`config.mk`:
```
export PLATFORM = sky130hd
export DESIGN_NAME = jtag_instruction_register_param
export DESIGN_NICKNAME = d
export VERILOG_FILES = /design/src/rtl/jtag_instruction_register_param_pkg.sv /design/src/rtl/ir_opcode_decoder.sv /design/src/rtl/jtag_instruction_register_param.sv
export SDC_FILE = /design/constraint.sdc
export NUM_CORES = 1
export LEC_CHECK = 0
export ABC_CLOCK_PERIOD_IN_PS = 2700
export BUFFER_PORTS_ARGS = -buffer_cell sky130_fd_sc_hd__buf_2
export CORE_UTILIZATION = 51
export CTS_CLUSTER_DIAMETER = 30
export DETAILED_ROUTE_END_ITERATION = 10
export PLACE_DENSITY = 0.8
export SLEW_MARGIN = 15
export SYNTH_ARGS = -nofsm -noshare
export SYNTH_HDL_FRONTEND = slang
export SYNTH_SLANG_ARGS = --single-unit
```
`constraint.sdc`:
```
create_clock -name clkIR -period 2.7 [get_ports clkIR]
set_input_delay 0.405 -clock clkIR [delete_from_list [all_inputs] [get_ports clkIR]]
set_output_delay 0.405 -clock clkIR [all_outputs]
set_load 0.05 [all_outputs]
```
`src/rtl/jtag_instruction_register_param_pkg.sv`:
```
// Shared constants for the FABulous JTAG TAP: TAP state codes and IR defaults.
package jtag_instruction_register_param_pkg;

    // TAP controller state encoding shared by every TAP block.
    typedef enum logic [3:0] {
        TAP_EXIT2_DR      = 4'h0,
        TAP_EXIT1_DR      = 4'h1,
        TAP_SHIFT_DR      = 4'h2,
        TAP_PAUSE_DR      = 4'h3,
        TAP_SELECT_IR     = 4'h4,
        TAP_UPDATE_DR     = 4'h5,
        TAP_CAPTURE_DR    = 4'h6,
        TAP_SELECT_DR     = 4'h7,
        TAP_EXIT2_IR      = 4'h8,
        TAP_EXIT1_IR      = 4'h9,
        TAP_SHIFT_IR      = 4'hA,
        TAP_PAUSE_IR      = 4'hB,
        TAP_RUN_TEST_IDLE = 4'hC,
        TAP_UPDATE_IR     = 4'hD,
        TAP_CAPTURE_IR    = 4'hE,
        TAP_TLR           = 4'hF
    } tap_state_e;

    // Default instruction set: 0 BYPASS, 1 IDCODE, 2 SAMPLE/PRELOAD, 3 EXTEST, 4 PROGRAM, 5 INTEST.
    localparam int unsigned DEF_IR_LEN      = 4;
    localparam int unsigned DEF_NUM_INSTR   = 6;
    localparam int unsigned DEF_RESET_INSTR = 1;
    localparam logic [DEF_NUM_INSTR*DEF_IR_LEN-1:0] DEF_OPCODES =
        {4'b0110, 4'b0101, 4'b0000, 4'b0010, 4'b0001, 4'b1111};

    // Fixed low bits loaded on Capture-IR (IEEE 1149.1 "01" pattern).
    localparam logic [1:0] CAPTURE_LSBS = 2'b01;

endpackage

```
`src/rtl/ir_opcode_decoder.sv`:
```
// Opcode-table decoder: one-hot instruction select with BYPASS (index 0) fallback.
module ir_opcode_decoder
    import jtag_instruction_register_param_pkg::*;
#(
    parameter int unsigned IR_LEN    = DEF_IR_LEN,
    parameter int unsigned NUM_INSTR = DEF_NUM_INSTR,
    parameter logic [NUM_INSTR*IR_LEN-1:0] OPCODES = DEF_OPCODES
) (
    input  logic [IR_LEN-1:0]    i_opcode,
    output logic [NUM_INSTR-1:0] o_onehot
);

    logic [NUM_INSTR-1:0] w_match;
    logic [NUM_INSTR-1:0] w_match_hi;

    // Compare the opcode against every table slice in parallel.
    for (genvar g = 0; g < NUM_INSTR; g++) begin : g_match
        assign w_match[g] = (i_opcode == OPCODES[g*IR_LEN +: IR_LEN]);
    end

    // Lowest matching non-BYPASS entry wins; BYPASS opcode or no match selects bit 0.
    always_comb begin
        w_match_hi = w_match & ~NUM_INSTR'(1);
        o_onehot   = NUM_INSTR'(1);
        if (!w_match[0] && (w_match_hi != '0)) begin
            o_onehot = w_match_hi & (~w_match_hi + NUM_INSTR'(1));
        end
    end

endmodule

```
`src/rtl/jtag_instruction_register_param.sv`:
```
// Parametrised JTAG instruction register: capture/shift/update with opcode decode,
// update strobe and shift-length checking.
module jtag_instruction_register_param
    import jtag_instruction_register_param_pkg::*;
#(
    parameter int unsigned IR_LEN      = DEF_IR_LEN,
    parameter int unsigned NUM_INSTR   = DEF_NUM_INSTR,
    parameter logic [NUM_INSTR*IR_LEN-1:0] OPCODES = DEF_OPCODES,
    parameter int unsigned RESET_INSTR = DEF_RESET_INSTR
) (
    input  logic                 clkIR,
    input  logic                 resetn,
    input  logic [3:0]           tap_state,
    input  logic                 tdi,
    input  logic [IR_LEN-3:0]    status,
    output logic                 tdo,
    output logic [IR_LEN-1:0]    instr_code,
    output logic [NUM_INSTR-1:0] instr_onehot,
    output logic                 instr_update,
    output logic                 len_error
);

    localparam int unsigned CNT_W = $clog2(IR_LEN + 2);
    localparam logic [CNT_W-1:0]  CNT_FULL     = CNT_W'(IR_LEN);
    localparam logic [CNT_W-1:0]  CNT_MAX      = CNT_W'(IR_LEN + 1);
    localparam logic [IR_LEN-1:0] SR_RESET     = IR_LEN'(CAPTURE_LSBS);
    localparam logic [IR_LEN-1:0] RESET_OPCODE = OPCODES[RESET_INSTR*IR_LEN +: IR_LEN];

    // Reject parameter sets that cannot form a legal register or table.
    if (IR_LEN < 2) begin : g_bad_ir_len
        $error("jtag_instruction_register_param: IR_LEN must be at least 2");
    end
    if (NUM_INSTR < 1) begin : g_bad_num_instr
        $error("jtag_instruction_register_param: NUM_INSTR must be at least 1");
    end
    if (RESET_INSTR >= NUM_INSTR) begin : g_bad_reset_instr
        $error("jtag_instruction_register_param: RESET_INSTR must be below NUM_INSTR");
    end

    logic [IR_LEN-1:0] r_sr;
    logic [IR_LEN-1:0] r_upd;
    logic [CNT_W-1:0]  r_cnt;
    logic              r_update;
    logic              r_len_error;
    logic [NUM_INSTR-1:0] w_onehot;

    // Capture the status pattern, shift LSB-first and count shifts (saturating).
    always_ff @(posedge clkIR or negedge resetn) begin
        if (!resetn) begin
            r_sr  <= SR_RESET;
            r_cnt <= '0;
        end else begin
            case (tap_state)
                TAP_CAPTURE_IR: begin
                    r_sr  <= {status, CAPTURE_LSBS};
                    r_cnt <= '0;
                end
                TAP_SHIFT_IR: begin
                    r_sr <= {tdi, r_sr[IR_LEN-1:1]};
                    if (r_cnt != CNT_MAX) begin
                        r_cnt <= r_cnt + CNT_W'(1);
                    end
                end
                default: begin
                end
            endcase
        end
    end

    // Latch the instruction on Update-IR, restore the default in Test-Logic-Reset.
    always_ff @(posedge clkIR or negedge resetn) begin
        if (!resetn) begin
            r_upd       <= RESET_OPCODE;
            r_update    <= 1'b0;
            r_len_error <= 1'b0;
        end else begin
            r_update <= (tap_state == TAP_UPDATE_IR);
            if (tap_state == TAP_UPDATE_IR) begin
                r_upd       <= r_sr;
                r_len_error <= (r_cnt != CNT_FULL);
            end else if (tap_state == TAP_TLR) begin
                r_upd       <= RESET_OPCODE;
                r_len_error <= 1'b0;
            end
        end
    end

    ir_opcode_decoder #(
        .IR_LEN   (IR_LEN),
        .NUM_INSTR(NUM_INSTR),
        .OPCODES  (OPCODES)
    ) u_decoder (
        .i_opcode(r_upd),
        .o_onehot(w_onehot)
    );

    assign tdo          = r_sr[0];
    assign instr_code   = r_upd;
    assign instr_onehot = w_onehot;
    assign instr_update = r_update;
    assign len_error    = r_len_error;

endmodule

```
==> summary.txt <==
Floorplan
  – Die Span X: 38.6 um
  – Die H: 38.6 um
  – Die area: 1490 um2
  – Core Box Area: 1170 um2
  – Io pins: 22
  – Row count: 12
  – Initial Utilization: 0.583

Clock tree
  – Setup bufs post-CTS: 0
  – Resized cells post-CTS: 0
  – Clock transition at path regs: 0.08 ns
  – Sink Count: 13
  – Num CTS Buffers: 3
  – Worst-case clock buffer depth: 2
  – Clock Latency Late Sink: 0.27 ns
  – Clock H-tree levels: 1
  – CTS hold repair buffers: 0
  – CTS tree: done
  – CTS root buffer: clkbuf_4

Power and ir drop
  – Cell area power density: 744 nW/um2
  – P_leak: 0.000425 uW
  – VDD IR max: 411 uV

Routing
  – Iter 0 DRT Violations: 5
  – Drt first pass iters: 4
  – ANT nets after route: 0
  – DRT Wirelength: 1.23 mm
  – Vias per inst: 5.10
  – Remaining DRCs: 0
  – Drt wl/cell: 11.0 um
  – Via count: 566

Global routing
  – GRT Resource Usage Total: 0.190
  – Largest net degree at the start of global routing: 14
  – Vias in the first global route: 455
  – Total gr overflow: 0
  – First-pass GRT wire length: 1.88 mm
  – Initial antenna violation count: 0

Setup path
  – CP Capture Point: instr_onehot[1]
  – FF-to-FF setup slack: 1.52 ns
  – Worst EP arrival: 1.37 ns
  – FF-to-FF Start: r_cnt[1]
  – Crit. End Element: output port
  – Worst Path Required: 2.30 ns
  – Crit path max fanout: 7
  – Worst setup SP type: flop
  – Reg2Reg Depth: 5
  – CP Launch Point: instr_code[0]
  – Critical path class: reg -> out
  – Reg-to-reg endpoint: r_cnt[1]

Layout
  – Share of layout cells above drive strength 1: 0.278
  – NumNets Final: 110
  – Layout area overhead: 18.9%
  – Commonest non-fill, non-tap cell in the layout: buf_2
  – N_diodes: 0
  – Final cell count without fillers: 111
  – Commonest cells after routing, fill and taps aside: 21 x buf_2, 15 x nand2_1, 11 x dfrtp_1
  – Final core occ: 0.693

STA
  – Fin worst setup slack: 0.928 ns
  – Setup TNS: 0 ns
  – Worst Skew: 0.00132 ns
  – Max Slew Vio Count: 0
  – Unrepaired setup endpoints after global routing: false
  – Slew @ Worst Pin: 0.340 ns
  – Minimum clock period: 1.77 ns
  – Fin crit share: 0.656
  – Final hold vios: 0
  – Worst slew margin: 0.773
  – Final setup vio count: 0
  – Fmax achieved: 564 MHz

Job
  – Max cap viols: 0

Yosys
  – Flops & latches, synth: 13
  – Mean Syn Cell Area: 9.11 um2
  – Syn Nets: 87
  – Syn Inst Count: 75
  – Synth unique cells: 25
  – Seq/Total Area, Yosys: 0.480
  – Ys Warns: 0
  – Synth Cell Area: 683 um2

Place
  – Placer Congestion: 0.704
  – I/O Buffers: 21
  – Placed cells: 107
  – DPL Wire Length: 927 um
  – Placement Setup Slack: 1.21 ns

Run status
  – Status: finished, final reports clean

Worst hold path
  – Hold WC Path Type: in -> async
[sequential cells by signal, summed over array words and instances, names as in the netlist]
name	flops
instr_code	4
instr_update	1
len_error	1
r_cnt	3
r_sr	4
[report_power, final]
group	internal (uW)	total (uW)	switching [uW]
combinational	60.0	220	161
clock	57.1	116	59.1
sequential	231	267	36.5
total	348	604	256
[per-layer routing]
layer / global-route usage / up-vias / part of all wire
met2: 0.325 / 15 / 0.47
li1: - / 302 / -
met3: 0.0347 / 2 / 0.041
met5: 0 / - / 0
met1: 0.221 / 247 / 0.48
met4: 0.103 / 0 / 0.0090
[area by class of cell]
cell class,instances,area [um2]
Clock buffer,4,26.3
Fill cell,94,359
Inverter,2,7.51
Multi-Input combinational cell,57,328
Sequential cell,13,328
Tap cell,14,17.5
Timing Repair Buffer,21,105
[logic make-up (layout without fill, tap and decap cells)]
| kind of cell | count (synthesis) | in the layout | synth area share |
|---|---|---|---|
| AND/OR/NAND/NOR | 35 | 35 | 0.245 |
| AO/OA/AOI/OAI | 17 | 17 | 0.150 |
| flip-flops | 13 | 13 | 0.480 |
| buffers and inverters | 5 | 27 | 0.0403 |
| adder cells (fa/ha/maj) | 3 | 3 | 0.0550 |
| multiplexers | 2 | 2 | 0.0293 |
[through the flow]
stage / instance area [um2] / total power [uW] / hold WS (ns)
final: 812 / 604 / 0.0115
after global routing: 812 / 638 / 0.0264
after CTS: 812 / 610 / 0.0173
after detailed placement: 786 / 492 / 0.311
after global placement: 786 / 486 / 0.305
after floorplan: 683 / 439 / 0.109
[worst min path at each step]
| stage | from | endpoint | slack, ns |
|---|---|---|---|
| finish | resetn | r_cnt[0] | 0.01 |
| CTS | resetn | r_cnt[1] | 0.02 |
| floorplan | resetn | instr_code[1] | 0.11 |
| detailed placement | resetn | r_cnt[0] | 0.31 |
| global route | resetn | r_cnt[1] | 0.03 |
| global placement | resetn | r_cnt[2] | 0.30 |
[cell usage after synthesis]
cell	count	share of area
nor4_1	1	0.0092
a31oi_1	1	0.0092
dfstp_2	2	0.077
a21oi_1	3	0.022
and3b_1	1	0.013
inv_1	2	0.011
dfrtp_1	11	0.40
a32o_1	1	0.015
nand3_1	1	0.0073
buf_2	1	0.0073
nand3b_1	2	0.022
nand2b_1	6	0.055
buf_4	2	0.022
nor2_1	6	0.033
a21o_1	1	0.011
nor3_1	2	0.015
o21ai_0	7	0.051
and3_1	1	0.0092
nand2_1	15	0.082
a211oi_1	1	0.011
o21bai_1	1	0.011
mux2i_1	2	0.029
o21ai_1	1	0.0073
o21ai_2	1	0.013
ha_1	3	0.055
[worst max-delay path: stages, from the launching register on]
cell and delay, ns:
dfstp_2 0.59, nand2b_1 0.09, nor3_1 0.13, buf_2 0.29
Power figures use the tool's default switching activity.
